===== src/rtl/battery_threshold_monitor_mc.sv =====
`timescale 1ns/1ps
// battery_threshold_monitor_mc
// Multi-channel battery monitor. For each of NUM_CH packs it produces
// hysteresis-qualified low/healthy/full crossing pulses, a debounced
// overcharge detector and a charge-control FSM. A fault stays latched until
// software acknowledges it while the pack is no longer over.
//
// Optional build macro: BATT_MON_FAULT_CNT_EN adds a per-channel 16-bit
// saturating count of FAULT entries on port fault_count. The counts are
// cleared only by reset.
//
// Ports
//   clk               system clock
//   reset             asynchronous active-low reset
//   sample_valid      per-channel sample strobe
//   battery_level     packed levels, channel i at [i*LEVEL_W +: LEVEL_W]
//   voltage           packed voltages, same packing
//   fault_clear       per-channel fault acknowledge
//   pulse_low         one-cycle low crossing pulse
//   pulse_healthy     one-cycle healthy crossing pulse
//   pulse_full        one-cycle full crossing pulse
//   charge_en         charger enable
//   overcharge_alert  high while the channel is in FAULT
//   state_out         2-bit FSM state per channel
//   any_alert         OR of overcharge_alert
//   fault_count       (BATT_MON_FAULT_CNT_EN only) 16 bits per channel
//
// state  | meaning
// CHARGE | charger enabled, waiting for full level
// FULL   | charger off, waiting for level to drop by HYST
// FAULT  | overcharge latched, charger off, waits for fault_clear

module battery_threshold_monitor_mc #(
   parameter int NUM_CH        = 4,
   parameter int LEVEL_W       = 8,
   parameter int VOLT_W        = 8,
   parameter int LOW_LEVEL     = 20,
   parameter int HEALTHY_LEVEL = 80,
   parameter int FULL_LEVEL    = 100,
   parameter int MAX_VOLTAGE   = 240,
   parameter int HYST          = 2,
   parameter int DEBOUNCE      = 3
) (
   input  logic                        clk,
   input  logic                        reset,
   input  logic [NUM_CH-1:0]           sample_valid,
   input  logic [NUM_CH*LEVEL_W-1:0]   battery_level,
   input  logic [NUM_CH*VOLT_W-1:0]    voltage,
   input  logic [NUM_CH-1:0]           fault_clear,
   output logic [NUM_CH-1:0]           pulse_low,
   output logic [NUM_CH-1:0]           pulse_healthy,
   output logic [NUM_CH-1:0]           pulse_full,
   output logic [NUM_CH-1:0]           charge_en,
   output logic [NUM_CH-1:0]           overcharge_alert,
   output logic [NUM_CH*2-1:0]         state_out,
   output logic                        any_alert
`ifdef BATT_MON_FAULT_CNT_EN
   ,
   output logic [NUM_CH*16-1:0]        fault_count
`endif
);

   typedef enum logic [1:0] {
      ST_CHARGE = 2'b00,
      ST_FULL   = 2'b01,
      ST_FAULT  = 2'b10
   } state_t;

   localparam int CNT_W = $clog2(DEBOUNCE + 1);

   localparam logic [LEVEL_W-1:0] LOW_LVL    = LEVEL_W'(LOW_LEVEL);
   localparam logic [LEVEL_W-1:0] LOW_REARM  = LEVEL_W'(LOW_LEVEL + HYST);
   localparam logic [LEVEL_W-1:0] HLT_LVL    = LEVEL_W'(HEALTHY_LEVEL);
   localparam logic [LEVEL_W-1:0] HLT_REARM  = LEVEL_W'(HEALTHY_LEVEL - HYST);
   localparam logic [LEVEL_W-1:0] FULL_LVL   = LEVEL_W'(FULL_LEVEL);
   localparam logic [LEVEL_W-1:0] FULL_REARM = LEVEL_W'(FULL_LEVEL - HYST);
   localparam logic [VOLT_W-1:0]  MAX_V      = VOLT_W'(MAX_VOLTAGE);
   localparam logic [CNT_W-1:0]   DEB_MAX    = CNT_W'(DEBOUNCE);

   // Elaboration-time parameter legality
   if (!(LOW_LEVEL + HYST < HEALTHY_LEVEL - HYST)) begin : g_err_low_hlt
      $error("LOW_LEVEL+HYST must be below HEALTHY_LEVEL-HYST");
   end
   if (!(HEALTHY_LEVEL < FULL_LEVEL)) begin : g_err_hlt_full
      $error("HEALTHY_LEVEL must be below FULL_LEVEL");
   end
   if (!(FULL_LEVEL + HYST < (2 ** LEVEL_W))) begin : g_err_width
      $error("FULL_LEVEL+HYST must fit in LEVEL_W");
   end
   if (DEBOUNCE < 1) begin : g_err_deb
      $error("DEBOUNCE must be at least 1");
   end

   logic [LEVEL_W-1:0] lvl  [NUM_CH];
   logic [VOLT_W-1:0]  volt [NUM_CH];
   logic [NUM_CH-1:0]  over;

   state_t             state_q [NUM_CH];
   state_t             state_d [NUM_CH];
   logic [CNT_W-1:0]   cnt_q   [NUM_CH];
   logic [CNT_W-1:0]   cnt_d   [NUM_CH];
   logic [NUM_CH-1:0]  low_arm_q, low_arm_d;
   logic [NUM_CH-1:0]  hlt_arm_q, hlt_arm_d;
   logic [NUM_CH-1:0]  full_arm_q, full_arm_d;
   logic [NUM_CH-1:0]  first_q, first_d;
   logic [NUM_CH-1:0]  over_now_q, over_now_d;
   logic [NUM_CH-1:0]  pulse_low_q, pulse_low_d;
   logic [NUM_CH-1:0]  pulse_hlt_q, pulse_hlt_d;
   logic [NUM_CH-1:0]  pulse_full_q, pulse_full_d;
   logic [NUM_CH-1:0]  charge_en_q, charge_en_d;
   logic [NUM_CH-1:0]  alert_q, alert_d;
   logic [NUM_CH-1:0]  fault_entry;
`ifdef BATT_MON_FAULT_CNT_EN
   logic [15:0]        fcnt_q [NUM_CH];
   logic [15:0]        fcnt_d [NUM_CH];
`endif

   for (genvar g = 0; g < NUM_CH; g++) begin : g_ch
      assign lvl[g]  = battery_level[g*LEVEL_W +: LEVEL_W];
      assign volt[g] = voltage[g*VOLT_W +: VOLT_W];
      assign over[g] = (lvl[g] > FULL_LVL) || (volt[g] > MAX_V);
      assign state_out[g*2 +: 2] = state_q[g];
`ifdef BATT_MON_FAULT_CNT_EN
      assign fault_count[g*16 +: 16] = fcnt_q[g];
`endif
   end

   always_comb begin
      state_d      = state_q;
      cnt_d        = cnt_q;
      low_arm_d    = low_arm_q;
      hlt_arm_d    = hlt_arm_q;
      full_arm_d   = full_arm_q;
      first_d      = first_q;
      over_now_d   = over_now_q;
      pulse_low_d  = '0;
      pulse_hlt_d  = '0;
      pulse_full_d = '0;
      fault_entry  = '0;
`ifdef BATT_MON_FAULT_CNT_EN
      fcnt_d       = fcnt_q;
`endif
      for (int i = 0; i < NUM_CH; i++) begin
         if (sample_valid[i]) begin
            over_now_d[i] = over[i];
            if (over[i]) begin
               cnt_d[i] = (cnt_q[i] == DEB_MAX) ? DEB_MAX : cnt_q[i] + CNT_W'(1);
            end else begin
               cnt_d[i] = '0;
            end
            fault_entry[i] = over[i] && (cnt_d[i] == DEB_MAX);

            if (first_q[i]) begin
               // First sample only seeds the arm flags so power-up never pulses.
               low_arm_d[i]  = (lvl[i] >= LOW_REARM);
               hlt_arm_d[i]  = (lvl[i] <= HLT_REARM);
               full_arm_d[i] = (lvl[i] <= FULL_REARM);
               first_d[i]    = 1'b0;
            end else begin
               if (low_arm_q[i] && (lvl[i] <= LOW_LVL)) begin
                  pulse_low_d[i] = 1'b1;
                  low_arm_d[i]   = 1'b0;
               end else if (lvl[i] >= LOW_REARM) begin
                  low_arm_d[i]   = 1'b1;
               end
               if (hlt_arm_q[i] && (lvl[i] >= HLT_LVL)) begin
                  pulse_hlt_d[i] = 1'b1;
                  hlt_arm_d[i]   = 1'b0;
               end else if (lvl[i] <= HLT_REARM) begin
                  hlt_arm_d[i]   = 1'b1;
               end
               if (full_arm_q[i] && (lvl[i] >= FULL_LVL) && !over[i]) begin
                  pulse_full_d[i] = 1'b1;
                  full_arm_d[i]   = 1'b0;
               end else if (lvl[i] <= FULL_REARM) begin
                  full_arm_d[i]   = 1'b1;
               end
            end
         end

         // Fault entry beats clear; clear uses over_now updated by a same-cycle sample.
         if (fault_entry[i]) begin
            state_d[i] = ST_FAULT;
         end else if (state_q[i] == ST_FAULT) begin
            if (fault_clear[i] && !over_now_d[i]) begin
               state_d[i] = ST_CHARGE;
            end
         end else if (sample_valid[i]) begin
            case (state_q[i])
               ST_CHARGE: if ((lvl[i] >= FULL_LVL) && !over[i]) state_d[i] = ST_FULL;
               ST_FULL:   if (lvl[i] <= FULL_REARM) state_d[i] = ST_CHARGE;
               default:   ;
            endcase
         end

`ifdef BATT_MON_FAULT_CNT_EN
         if (fault_entry[i] && (state_q[i] != ST_FAULT) && (fcnt_q[i] != 16'hFFFF)) begin
            fcnt_d[i] = fcnt_q[i] + 16'd1;
         end
`endif
      end
   end

   always_comb begin
      charge_en_d = '0;
      alert_d     = '0;
      for (int i = 0; i < NUM_CH; i++) begin
         charge_en_d[i] = (state_d[i] == ST_CHARGE);
         alert_d[i]     = (state_d[i] == ST_FAULT);
      end
   end

   always_ff @(posedge clk or negedge reset) begin
      if (!reset) begin
         for (int i = 0; i < NUM_CH; i++) begin
            state_q[i] <= ST_CHARGE;
            cnt_q[i]   <= '0;
`ifdef BATT_MON_FAULT_CNT_EN
            fcnt_q[i]  <= '0;
`endif
         end
         low_arm_q    <= '0;
         hlt_arm_q    <= '0;
         full_arm_q   <= '0;
         first_q      <= '1;
         over_now_q   <= '0;
         pulse_low_q  <= '0;
         pulse_hlt_q  <= '0;
         pulse_full_q <= '0;
         charge_en_q  <= '1;
         alert_q      <= '0;
      end else begin
         state_q      <= state_d;
         cnt_q        <= cnt_d;
`ifdef BATT_MON_FAULT_CNT_EN
         fcnt_q       <= fcnt_d;
`endif
         low_arm_q    <= low_arm_d;
         hlt_arm_q    <= hlt_arm_d;
         full_arm_q   <= full_arm_d;
         first_q      <= first_d;
         over_now_q   <= over_now_d;
         pulse_low_q  <= pulse_low_d;
         pulse_hlt_q  <= pulse_hlt_d;
         pulse_full_q <= pulse_full_d;
         charge_en_q  <= charge_en_d;
         alert_q      <= alert_d;
      end
   end

   assign pulse_low        = pulse_low_q;
   assign pulse_healthy    = pulse_hlt_q;
   assign pulse_full       = pulse_full_q;
   assign charge_en        = charge_en_q;
   assign overcharge_alert = alert_q;
   assign any_alert        = |alert_q;

endmodule


===== config.mk =====
export PLATFORM = sky130hd
export DESIGN_NAME = battery_threshold_monitor_mc
export DESIGN_NICKNAME = d
export VERILOG_FILES = /design/src/rtl/battery_threshold_monitor_mc.sv
export SDC_FILE = /design/constraint.sdc
export NUM_CORES = 1
export LEC_CHECK = 0
export CORE_ASPECT_RATIO = 1.4
export CORE_MARGIN = 2
export CORE_UTILIZATION = 40
export DETAILED_ROUTE_END_ITERATION = 12
export HOLD_SLACK_MARGIN = 0.03
export PLACE_DENSITY = 0.78
export SYNTH_ARGS = -nofsm -noshare
export SYNTH_HDL_FRONTEND = slang
export SYNTH_SLANG_ARGS = --single-unit

===== constraint.sdc =====
create_clock -name clk -period 1.03 [get_ports clk]
set_input_delay 0.206 -clock clk [delete_from_list [all_inputs] [get_ports clk]]
set_output_delay 0.206 -clock clk [all_outputs]
set_load 0.05 [all_outputs]

# [Yosys cells after proc, flatten, opt, wreduce, memory -nomap -nowiden]
# Index checks and enable logic that the tools add are counted.
[word_totals] register_bits=56 latch_bits=0 mem_bits_rw=0 romBits=0 input_bits=74 output_inout_bits=29 wordCells=279 n_memories=0
[op_classes] n_addsub=4 multipliers=0 div_mod_pow=0 n_lt_le_gt_ge=32 eq_ne=20 shift=0 muxes=120 bitwise_logic=0 reduce_logical=73
[ops] operator="1-bit 2-to-1 mux" count=80
[ops] operator="2-bit 2-to-1 mux" count=36
[ops] operator="8-bit by 7-bit >= comparator with 1-bit output (second input constant)" count=8
[ops] operator="8-bit by 7-bit less-or-equal comparator with 1-bit output (second input constant)" count=8
[ops] operator="3-bit nonzero test" count=12
[ops] operator="2-bit equality test (second input constant)" count=16
[ops] operator="8-bit by 5-bit >= comparator with 1-bit output (second input constant)" count=4
[ops] operator="8-bit by 7-bit > comparator with 1-bit output (second input constant)" count=4
[ops] operator="8-bit > comparator (second input constant)" count=4
[ops] operator="8-bit by 5-bit less-or-equal comparator with 1-bit output (second input constant)" count=4
[ops] operator="1-bit logical AND" count=28
[ops] operator="2-bit AND reduction" count=12
[ops] operator="2-bit logical NOT" count=8
[ops] operator="2-bit case mux with 2 select lines" count=4
[ops] operator="2-bit by 1-bit adder with 2-bit output (second input constant)" count=4
[ops] operator="2-bit by 1-bit equality test with 1-bit output (second input constant)" count=4
[ops] operator="1-bit logical NOT" count=8
[ops] operator="1-bit logical OR" count=4
[ops] operator="4-bit OR reduction" count=1

# [Depth between registers and ports, before layout]
[depth] depth_word=10 depth_mapped=6 ltp_nobuf=5

# [Worst setup path before layout]
# OpenSTA, ideal clock, no wires.
[synth_timing] path_kind="register -> output" from="register alert_q[1], in the netlist overcharge_alert[1]" to="output any_alert" arrival_ns=1.374 t_required_ns=0.824 path_slack_ns=-0.550 stages_incl_launch_ff=2 n_path_buf=0 path_cell_list="dfrtp_1 or4_1"
[synth_between] elab_chain_len=1
[synth_lines] element="start, declared" line="111" source="logic [NUM_CH-1:0] alert_q, alert_d;"
[synth_lines] element="start signal, assigned" line="247" source="alert_q <= alert_d;"
[synth_lines] element="4-bit OR reduction" line="256" source="assign any_alert = |alert_q;"
[synth_lines] element="end, declared" line="56" source="output logic any_alert"
# No other way between the ends.

# [Final worst setup path]
[layout_timing] from="register alert_q[0], in the netlist overcharge_alert[0]" to="output any_alert"
# Same word-level chain as after synthesis.

==> results.sh <==
export IMPL_cts_root_buf="clkbuf_8"
export IMPL_synth_mux_area_share_pct=0.7593
export IMPL_yosys_warnings=0
export IMPL_ys_ff_latch=56
export IMPL_die_h_um=103.0
export IMPL_cts_buffers=5
export IMPL_async_reset_ff_share_pct=100.0
export IMPL_regArea_mm2=0.001419
export IMPL_cp_max_fo=2
export IMPL_synth_distinct_cells=40
export IMPL_critPathBufInv=1
export IMPL_p_total_uw=7160
export IMPL_drt_iter0_drc=143
export IMPL_finalNetCount=570
export IMPL_synth_fp_nets=377
export IMPL_fin_worst_skew_ns=0.005417
export IMPL_place_area_mm2=0.004797
export IMPL_start_util_pct=40.65
export IMPL_grt_antenna_before_repair=0
export IMPL_synth_adder_area_share_pct=0
export IMPL_place_congestion=0.8181
export IMPL_antenna_cells=0
export IMPL_grt_overflow=0
export IMPL_routed_wl_mm=9.385
export IMPL_design_area_mm2=0.005570
export IMPL_crit_path_start_kind="register"
export IMPL_crit_cells=2
export IMPL_place_ws_ns=-1.072
export IMPL_cts_sinks=56
export IMPL_htree_levels=2
export IMPL_crit_type="reg -> out"
export IMPL_track_usage_pct=23.77
export IMPL_yosys_area_share_simple_pct=24.56
export IMPL_rows=36
export IMPL_fin_tns_setup_ns=-6.588
export IMPL_dieArea_mm2=0.007699
export IMPL_dp_hpwl_mm=6.112
export IMPL_cts_tree="done"
export IMPL_ios=103
export IMPL_timing_final_ws_setup_ns=-0.5856
export IMPL_grt_pass1_vias=3230
export IMPL_clock_latency_ns=0.31
export IMPL_via_per_inst=5.277
export IMPL_synth_xor_area_share_pct=0
export IMPL_drc=0
export IMPL_core_area_mm2=0.006892
export IMPL_fillCellCount=415
export IMPL_port_buffers=102
export IMPL_worst_slew_pin_slew_ns=0.3557
export IMPL_p_leak_uw=0.002446
export IMPL_synth_edff_count=0
export IMPL_setup_viol=50
export IMPL_grt_pass1_wl_mm=14.37
export IMPL_dr_total_vias=3124
export IMPL_area_growth_pct=98.84
export IMPL_critPathMaxStageDelay_ns=0.52
export IMPL_ant_nets=0
export IMPL_hp_class="in -> async"
export IMPL_hold_viol_final=0
export IMPL_cp_end_kind="primary output"
export IMPL_path_cells="or4_4 > buf_6"
export IMPL_ir_drop_v=0.001164
export IMPL_outcome="complete, but fails checks"
export IMPL_max_slew_margin_pct=76.28
export IMPL_drv_slew=0
export IMPL_clock_path_buffers=2
export IMPL_synth_cells=303
export IMPL_drive_above_1_share_pct=51.51
export IMPL_mostFrequentLayoutCell="buf_4"
export IMPL_drv_cap=0
export IMPL_finalCritPeriodShare_pct=156.9
export IMPL_clk_pin_slew_ns=0.09
export IMPL_min_period_ns=1.616
export IMPL_yosysSeqAreaShare_pct=50.38
export IMPL_syn_area_mm2=0.002801
export IMPL_crit_family="simple AND/OR/NAND/NOR gates"
export IMPL_multiInputGateArea_mm2=0.001803
export IMPL_synthFlopType="dfrtp_1"
export IMPL_max_freq_mhz=619.0
export IMPL_synth_top_family_by_area="simple AND/OR/NAND/NOR gates"
export IMPL_layout_common_cells="buf_4, buf_6, dfrtp_1, buf_12, dlygate4sd2_1"
export IMPL_dieWidth_um=74.73
export IMPL_avgSynthCellArea_um2=9.246
export IMPL_cp_slowest_cell="or4_4"
export IMPL_rr_worst_depth=3
export IMPL_r2r_setup_slack_ns=-0.18
export IMPL_rsz0062_at_grt="yes"
export IMPL_p_per_area_mw_per_mm2=1285
export IMPL_synth_compound_area_share_pct=21.48
export IMPL_grt_max_degree=29
export IMPL_wl_per_cell_um=15.85
export IMPL_cp_arrival_ns=1.41
export IMPL_required_ns=0.82
export IMPL_first_pass_iters=4
export IMPL_violations="setup timing"
-- repair_timing --
| action | in CTS | in global routing |
|---|---|---|
| hold buffers | 1 | 0 |
| endpoints found under the setup margin | 81 | 71 |
| endpoints found under the hold margin | 48 | 0 |
| pin swaps | 46 | 39 |
| resized for setup | 255 | 73 |
| setup buffers | 20 | 9 |
-- flip-flops by register name, indices dropped and copies added, names as in the netlist --
name and flops:
cnt_q 8, state_out 8, charge_en 4, first_q 4, full_arm_q 4, hlt_arm_q 4, low_arm_q 4, over_now_q 4
overcharge_alert 4, pulse_full 4, pulse_healthy 4, pulse_low 4
-- worst register-to-register path, cell delays in order, from the launching register on --
cell and delay (ns):
dfrtp_1 0.42, buf_6 0.13, o41a_1 0.44, and3_4 0.17
-- final cells by class --
type | count | share of cell area, %
inverters | 15 | 1.056
clock buffers | 6 | 1.482
clock inverters | 2 | 0.6963
multi-input cells | 226 | 32.37
flip-flops and latches | 56 | 25.47
well taps | 95 | 2.134
repair buffers | 192 | 36.79
-- metal layers --
layer | GRT usage, % | wire, um | part of all wire (%)
met2 | 43.84 | 5504 | 59
met5 | 0 | 0 | 0
met4 | 9.203 | 138 | 1.5
met1 | 27.30 | 3502 | 37
met3 | 3.128 | 240 | 2.6
-- power by group --
part / internal, uW / switching (uW)
clock: 796 / 700
sequential: 2480 / 210
combinational: 1560 / 1410
-- worst paths after layout --
path / from / to
setup / recovery: overcharge_alert[0]$_DFF_PN0_ / any_alert
hold / removal: reset / pulse_low[0]$_DFF_PN0_
setup reg to reg: state_out[4]$_DFF_PN0_ / charge_en[2]$_DFF_PN1_
hold reg to reg: full_arm_q[3]$_DFFE_PN0P_ / full_arm_q[3]$_DFFE_PN0P_
max in group asynchronous: reset / first_q[2]$_DFFE_PN1P_
min in group clk: battery_level[5] / pulse_low[0]$_DFF_PN0_
-- Yosys cell counts, types with 2 or more instances --
master	count	share of area [%]
a2111oi_0	4	1.3
a21boi_0	2	0.54
a21oi_1	28	5.0
a22o_1	9	2.8
a31oi_1	2	0.45
and3_1	7	1.6
and4_1	7	2.2
clkbuf_1	6	0.80
dfrtp_1	48	43
dfstp_2	8	7.5
inv_1	15	2.0
nand2_1	23	3.1
nand2b_1	12	2.7
nand3_1	3	0.54
nand3b_1	3	0.80
nand4_1	7	1.6
nor2_1	26	3.5
nor2b_1	15	3.3
nor3_1	6	1.1
nor3b_1	2	0.54
nor4_1	7	1.6
o211ai_1	3	0.80
o21ai_0	37	6.6
o22ai_1	4	0.89
o31ai_1	3	0.80
or3_1	2	0.45
-- metrics by stage --
stage	utilization [%]	hold WS, ns	std cells
final	80.83	0.2684	592
after global routing	80.83	0.2684	592
after global placement	69.61	0.06217	557
after detailed placement	69.61	0.06289	557
after CTS	77.12	0.2618	584
after floorplan	-	-0.08959	303
-- cell families (layout without fill, tap and decap cells) --
logic type / after synthesis / count (layout)
AO/OA/AOI/OAI: 99 / 99
buffers and inverters: 21 / 215
flip-flops: 56 / 56
multiplexers: 2 / 2
AND/OR/NAND/NOR: 125 / 125
(Power assumes the default switching activity.)
